$ cat src/rtl/layer_sequencer.sv
// Sequences one fully-connected layer over a shared MAC: per neuron it clears, accumulates K
// products, adds bias, runs the activation handshake and writes the result.
module layer_sequencer #(
  parameter int unsigned NUM_INPUTS  = 2,
  parameter int unsigned NUM_NEURONS = 2,
  parameter int unsigned IN_W        = 1,
  parameter int unsigned NEU_W       = 1,
  parameter int unsigned WA_W        = 2
) (
  input  logic             i_clk,
  input  logic             i_rst,
  input  logic             i_start,
  output logic             o_mac_req,
  input  logic             i_mac_ack,
  output logic             o_clr_acc,
  output logic [IN_W-1:0]  o_in_addr,
  output logic [WA_W-1:0]  o_w_addr,
  output logic             o_bias_en,
  output logic             o_act_req,
  input  logic             i_act_ack,
  output logic             o_wr_en,
  output logic [NEU_W-1:0] o_neuron_idx,
  output logic [NEU_W-1:0] o_wr_addr,
  output logic             o_busy,
  output logic             o_done
);

  if (NUM_INPUTS < 1 || NUM_NEURONS < 1) begin : g_bad_count
    $error("layer_sequencer: NUM_INPUTS and NUM_NEURONS must be at least 1");
  end
  if ((64'd1 << IN_W) < 64'(NUM_INPUTS) || (64'd1 << NEU_W) < 64'(NUM_NEURONS)) begin : g_bad_idx_w
    $error("layer_sequencer: IN_W/NEU_W too narrow for the layer size");
  end
  if ((64'd1 << WA_W) < 64'(NUM_INPUTS) * 64'(NUM_NEURONS)) begin : g_bad_wa_w
    $error("layer_sequencer: WA_W too narrow for NUM_INPUTS*NUM_NEURONS weights");
  end

  typedef enum logic [2:0] {
    StIdle,
    StClear,
    StMac,
    StBias,
    StAct,
    StWrite,
    StDone
  } state_e;

  localparam logic [IN_W-1:0]  LastIn  = IN_W'(NUM_INPUTS - 1);
  localparam logic [NEU_W-1:0] LastNeu = NEU_W'(NUM_NEURONS - 1);
  localparam logic [WA_W-1:0]  KWide   = WA_W'(NUM_INPUTS);

  state_e             r_state;
  state_e             w_state_next;
  logic [NEU_W-1:0]   r_nidx;
  logic [NEU_W-1:0]   w_nidx_next;
  logic [IN_W-1:0]    r_iidx;
  logic [IN_W-1:0]    w_iidx_next;

  // Falling-edge state update keeps this block in phase with the layer datapath.
  always_ff @(negedge i_clk or posedge i_rst) begin
    if (i_rst) begin
      r_state <= StIdle;
      r_nidx  <= '0;
      r_iidx  <= '0;
    end else begin
      r_state <= w_state_next;
      r_nidx  <= w_nidx_next;
      r_iidx  <= w_iidx_next;
    end
  end

  always_comb begin
    w_state_next = r_state;
    w_nidx_next  = r_nidx;
    w_iidx_next  = r_iidx;
    o_mac_req    = 1'b0;
    o_clr_acc    = 1'b0;
    o_bias_en    = 1'b0;
    o_act_req    = 1'b0;
    o_wr_en      = 1'b0;
    o_done       = 1'b0;
    o_busy       = 1'b1;
    unique case (r_state)
      StIdle: begin
        o_busy = 1'b0;
        if (i_start) begin
          w_nidx_next  = '0;
          w_iidx_next  = '0;
          w_state_next = StClear;
        end
      end
      StClear: begin
        o_clr_acc    = 1'b1;
        w_state_next = StMac;
      end
      StMac: begin
        o_mac_req = 1'b1;
        if (i_mac_ack) begin
          if (r_iidx == LastIn) begin
            w_iidx_next  = '0;
            w_state_next = StBias;
          end else begin
            w_iidx_next = r_iidx + IN_W'(1);
          end
        end
      end
      StBias: begin
        o_bias_en    = 1'b1;
        w_state_next = StAct;
      end
      StAct: begin
        o_act_req = 1'b1;
        if (i_act_ack) begin
          w_state_next = StWrite;
        end
      end
      StWrite: begin
        o_wr_en = 1'b1;
        if (r_nidx == LastNeu) begin
          w_state_next = StDone;
        end else begin
          w_nidx_next  = r_nidx + NEU_W'(1);
          w_state_next = StClear;
        end
      end
      StDone: begin
        o_done       = 1'b1;
        w_state_next = StIdle;
      end
      default: begin
        o_busy       = 1'b0;
        w_state_next = StIdle;
      end
    endcase
  end

  assign o_in_addr    = r_iidx;
  assign o_neuron_idx = r_nidx;
  assign o_wr_addr    = r_nidx;
  assign o_w_addr     = WA_W'(r_nidx) * KWide + WA_W'(r_iidx);

endmodule

$ cat config.mk
export PLATFORM = sky130hd
export DESIGN_NAME = layer_sequencer
export DESIGN_NICKNAME = d
export VERILOG_FILES = /design/src/rtl/layer_sequencer.sv
export SDC_FILE = /design/constraint.sdc
export NUM_CORES = 1
export LEC_CHECK = 0
export ABC_CLOCK_PERIOD_IN_PS = 1440
export BUFFER_PORTS_ARGS = -buffer_cell sky130_fd_sc_hd__buf_4
export CELL_PAD_IN_SITES_DETAIL_PLACEMENT = 0
export CELL_PAD_IN_SITES_GLOBAL_PLACEMENT = 1
export CORE_AREA = 2 2 39 41
export CTS_BUF_LIST = sky130_fd_sc_hd__clkbuf_8
export DETAILED_ROUTE_END_ITERATION = 8
export DIE_AREA = 0 0 41 43
export GPL_TIMING_DRIVEN = 0
export PLACE_DENSITY_LB_ADDON = 0.1
export SLEW_MARGIN = 20
export SYNTH_ARGS = -nofsm -noshare
export SYNTH_HDL_FRONTEND = slang
export SYNTH_SLANG_ARGS = --single-unit
$ cat constraint.sdc
create_clock -name i_clk -period 1.44 [get_ports i_clk]
set_clock_uncertainty 0.05 [all_clocks]
set_input_delay 0 -clock i_clk [delete_from_list [all_inputs] [get_ports i_clk]]
set_output_delay 0 -clock i_clk [all_outputs]
set_load 0.005 [all_outputs]
==> summary.md <==
| Metric | Value |
|---|---|
| Outcome | complete, but fails checks |
| Failing checks | setup timing |
| PortBufs | 16 |
| Multi-input gate area | 218 um2 |
| FF-to-FF Start | r_state[1] |
| Worst slew pin tran | 0.216 ns |
| Worst path cell trace | buf_6 > and3_1 > nor2_1 > buf_4 |
| CP arrival | 1.87 ns |
| Worst Reg-to-Reg Cells | 5 |
| Max_cap viols | 0 |
| RSZ-0062 raised after global routing | yes |
| H-tree levels | 1 |
| Rows | 14 |
| Number of global-route vias before repair | 408 |
| Largest net degree at the start of global routing | 7 |
| Synth area leader | dfrtn_1 |
| Avg WL per Cell | 10.6 um |
| Post-route DRC | 0 |
| Total track usage | 14.8% |
| Ant diodes | 0 |
| Die Height | 43 um |
| Worst-path fanout max | 6 |
| Post-synthesis sequential area ratio | 32.3% |
| First-pass iteration count of the detailed router | 1 |
| Filler cell count | 134 |
| CTS tree | yes |
| Seq cells post-synth | 5 |
| Critical path class | flop to output port |
| Final setup viols | 12 |
| Placed insts | 78 |
| Routed Antenna Nets | 0 |
| Yosys top cell area share | 32.3% |
| Distinct cells, synth | 22 |
| Final WS setup | -0.485 ns |
| Total Neg Setup Slack | -4.14 ns |
| Worst Setup End Kind | output port |
| Mapped Area | 388 um2 |
| Clock root buffer master | clkbuf_8 |
| Die area | 1760 um2 |
| Total area of sequential cells | 125 um2 |
| Mean post-synth cell area | 8.43 um2 |
| Syn Nets | 51 |
| Layout Cells excl Fill | 94 |
| Vias per std cell | 4.26 |
| Slew Limit Headroom | 85.5% |
| Overall routed net length | 1000 um |
| Critical path launch point | r_state[0] |
| CP Launch Type | flop |
| Share of cells above drive strength 1 | 56.4% |
| First-pass GRT wire length | 1730 um |
| Final HPWL DP | 645 um |
| Required time of the worst setup path | 1.39 ns |
| Vias | 400 |
| Final hold vios | 0 |
| Ports | 17 |
| Synth warnings | 0 |
| Top post-synthesis cells by area | dfrtn_1, nor2_1, buf_4 |
| Core area | 1380 um2 |
| Initial Util | 28.0% |
| Final Wtd Congestion | 0.689 |
| Num CTS Buffers | 3 |
| CP max-delay cell | dfrtn_1 |
| Die span in x | 41 um |
| Worst skew pair latency | 0.24 ns |
| Starting DRT DRC Count | 0 |
| Grt ovf | 0 |
| Final nets | 84 |
| Post-synthesis instance total | 46 |
| Leakage | 0.000368 uW |
| Pwr Density | 2160 nW/um2 |
| VDD IR max | 927 uV |
| CTS hold repair buffers | 0 |
| Layout area overhead | 86.5% |
| Antenna violations before repair | 0 |
| CP max stage delay | 0.46 ns |
| WHS | 0.216 ns |
| Sink Count | 5 |
| Fin. max-slew vios | 0 |
| Hold crit path type | input pin to asynchronous set/reset pin |
| Clock slew at reported path FFs | 0.03 ns |
| Clock Path Buffers | 2 |
==> worst paths after layout <==
| path | endpoint | slack, ns |
|---|---|---|
| setup / recovery | o_busy | -0.48 |
| hold / removal | o_in_addr | 0.22 |
| setup reg to reg | o_neuron_idx | 0.08 |
| hold reg to reg | r_state[1] | 0.60 |
| max in group asynchronous | r_state[2] | 0.93 |
| min in group i_clk | r_state[1] | 0.60 |
==> where the power goes <==
part | internal, uW | switching (uW)
Combinational | 631 | 415
Clock | 182 | 64.0
Sequential | 205 | 65.0
==> repair_timing <==
item | 4_1_cts | 5_1_grt
setup buffers | 11 | 1
setup endpoints to repair | 12 | 13
pin swaps | 1 | 0
gates resized for setup | 7 | 4
gates cloned | 0 | 0
==> sequential cells by signal (all words and copies together) (netlist names) <==
name / count
o_neuron_idx: 1
o_in_addr: 1
r_state: 3
==> worst max-delay path, delay by kind of cell, from the launching register on <==
family / cells / cell delay [ns]
buffers and inverters: 2 / 0.27
flip-flops: 1 / 0.46
AND/OR/NAND/NOR: 2 / 0.19
==> placed cells by master, fill, tap and decap left out, types with 2 or more instances in the layout <==
master and count:
nand2b_1 2, a21oi_1 3, buf_4 22, buf_6 12
dfrtn_1 5, nor2_1 9, o21ai_1 2, clkbuf_8 3
inv_1 4
==> Yosys cell counts <==
| cell | n |
|---|---|
| or2_1 | 1 |
| and3_1 | 1 |
| nor3_1 | 2 |
| nor3b_2 | 1 |
| nand2b_1 | 2 |
| inv_1 | 4 |
| nor2b_1 | 1 |
| buf_6 | 2 |
| o22ai_1 | 1 |
| buf_2 | 1 |
| nor4b_2 | 1 |
| o32a_1 | 1 |
| nor3b_1 | 1 |
| nor2_1 | 10 |
| a21oi_1 | 3 |
| o31ai_1 | 1 |
| nand2_1 | 1 |
| buf_4 | 3 |
| o21ai_1 | 2 |
| dfrtn_1 | 5 |
| and3_4 | 1 |
| o2bb2a_4 | 1 |
==> metrics by stage <==
| stage | utilization, % | total power (uW) | worst slack [ns] | area, um2 |
|---|---|---|---|---|
| after floorplan | - | 763 | -0.111 | 402 |
| after global placement | 39.2 | 1040 | -0.285 | 542 |
| after detailed placement | 39.2 | 1020 | -0.280 | 542 |
| after CTS | 50.3 | 1500 | -0.484 | 696 |
| after global routing | 52.3 | 1700 | -0.537 | 723 |
| final | 52.3 | 1560 | -0.485 | 723 |
==> kinds of logic (layout without fill, tap and decap cells) <==
group	count (synthesis)	count (layout)	synth area share (%)
AND/OR/NAND/NOR	22	22	33.2
buffers and inverters	10	42	16.8
AO/OA/AOI/OAI	9	9	17.7
flip-flops	5	5	32.3
==> cell type report <==
cell class                      instances  area share, %
Timing Repair Buffer                   28           32.2
Multi-Input combinational cell         31           30.1
Sequential cell                         5           17.3
Inverter                                4           2.08
Tap cell                               16           2.77
Clock inverter                          1          0.519
Clock buffer                            3           5.71
Buffer                                  6           9.34
==> per-layer routing <==
metal | vias up | wire (um) | GRT usage (%)
met1 | 173 | 441 | 18.5
li1 | 215 | - | -
met2 | 10 | 497 | 21.6
met3 | 2 | 53 | 3.14
met5 | - | 0 | 0
met4 | 0 | 8 | 10.0
Note: power is estimated with default switching activity, not from simulation.
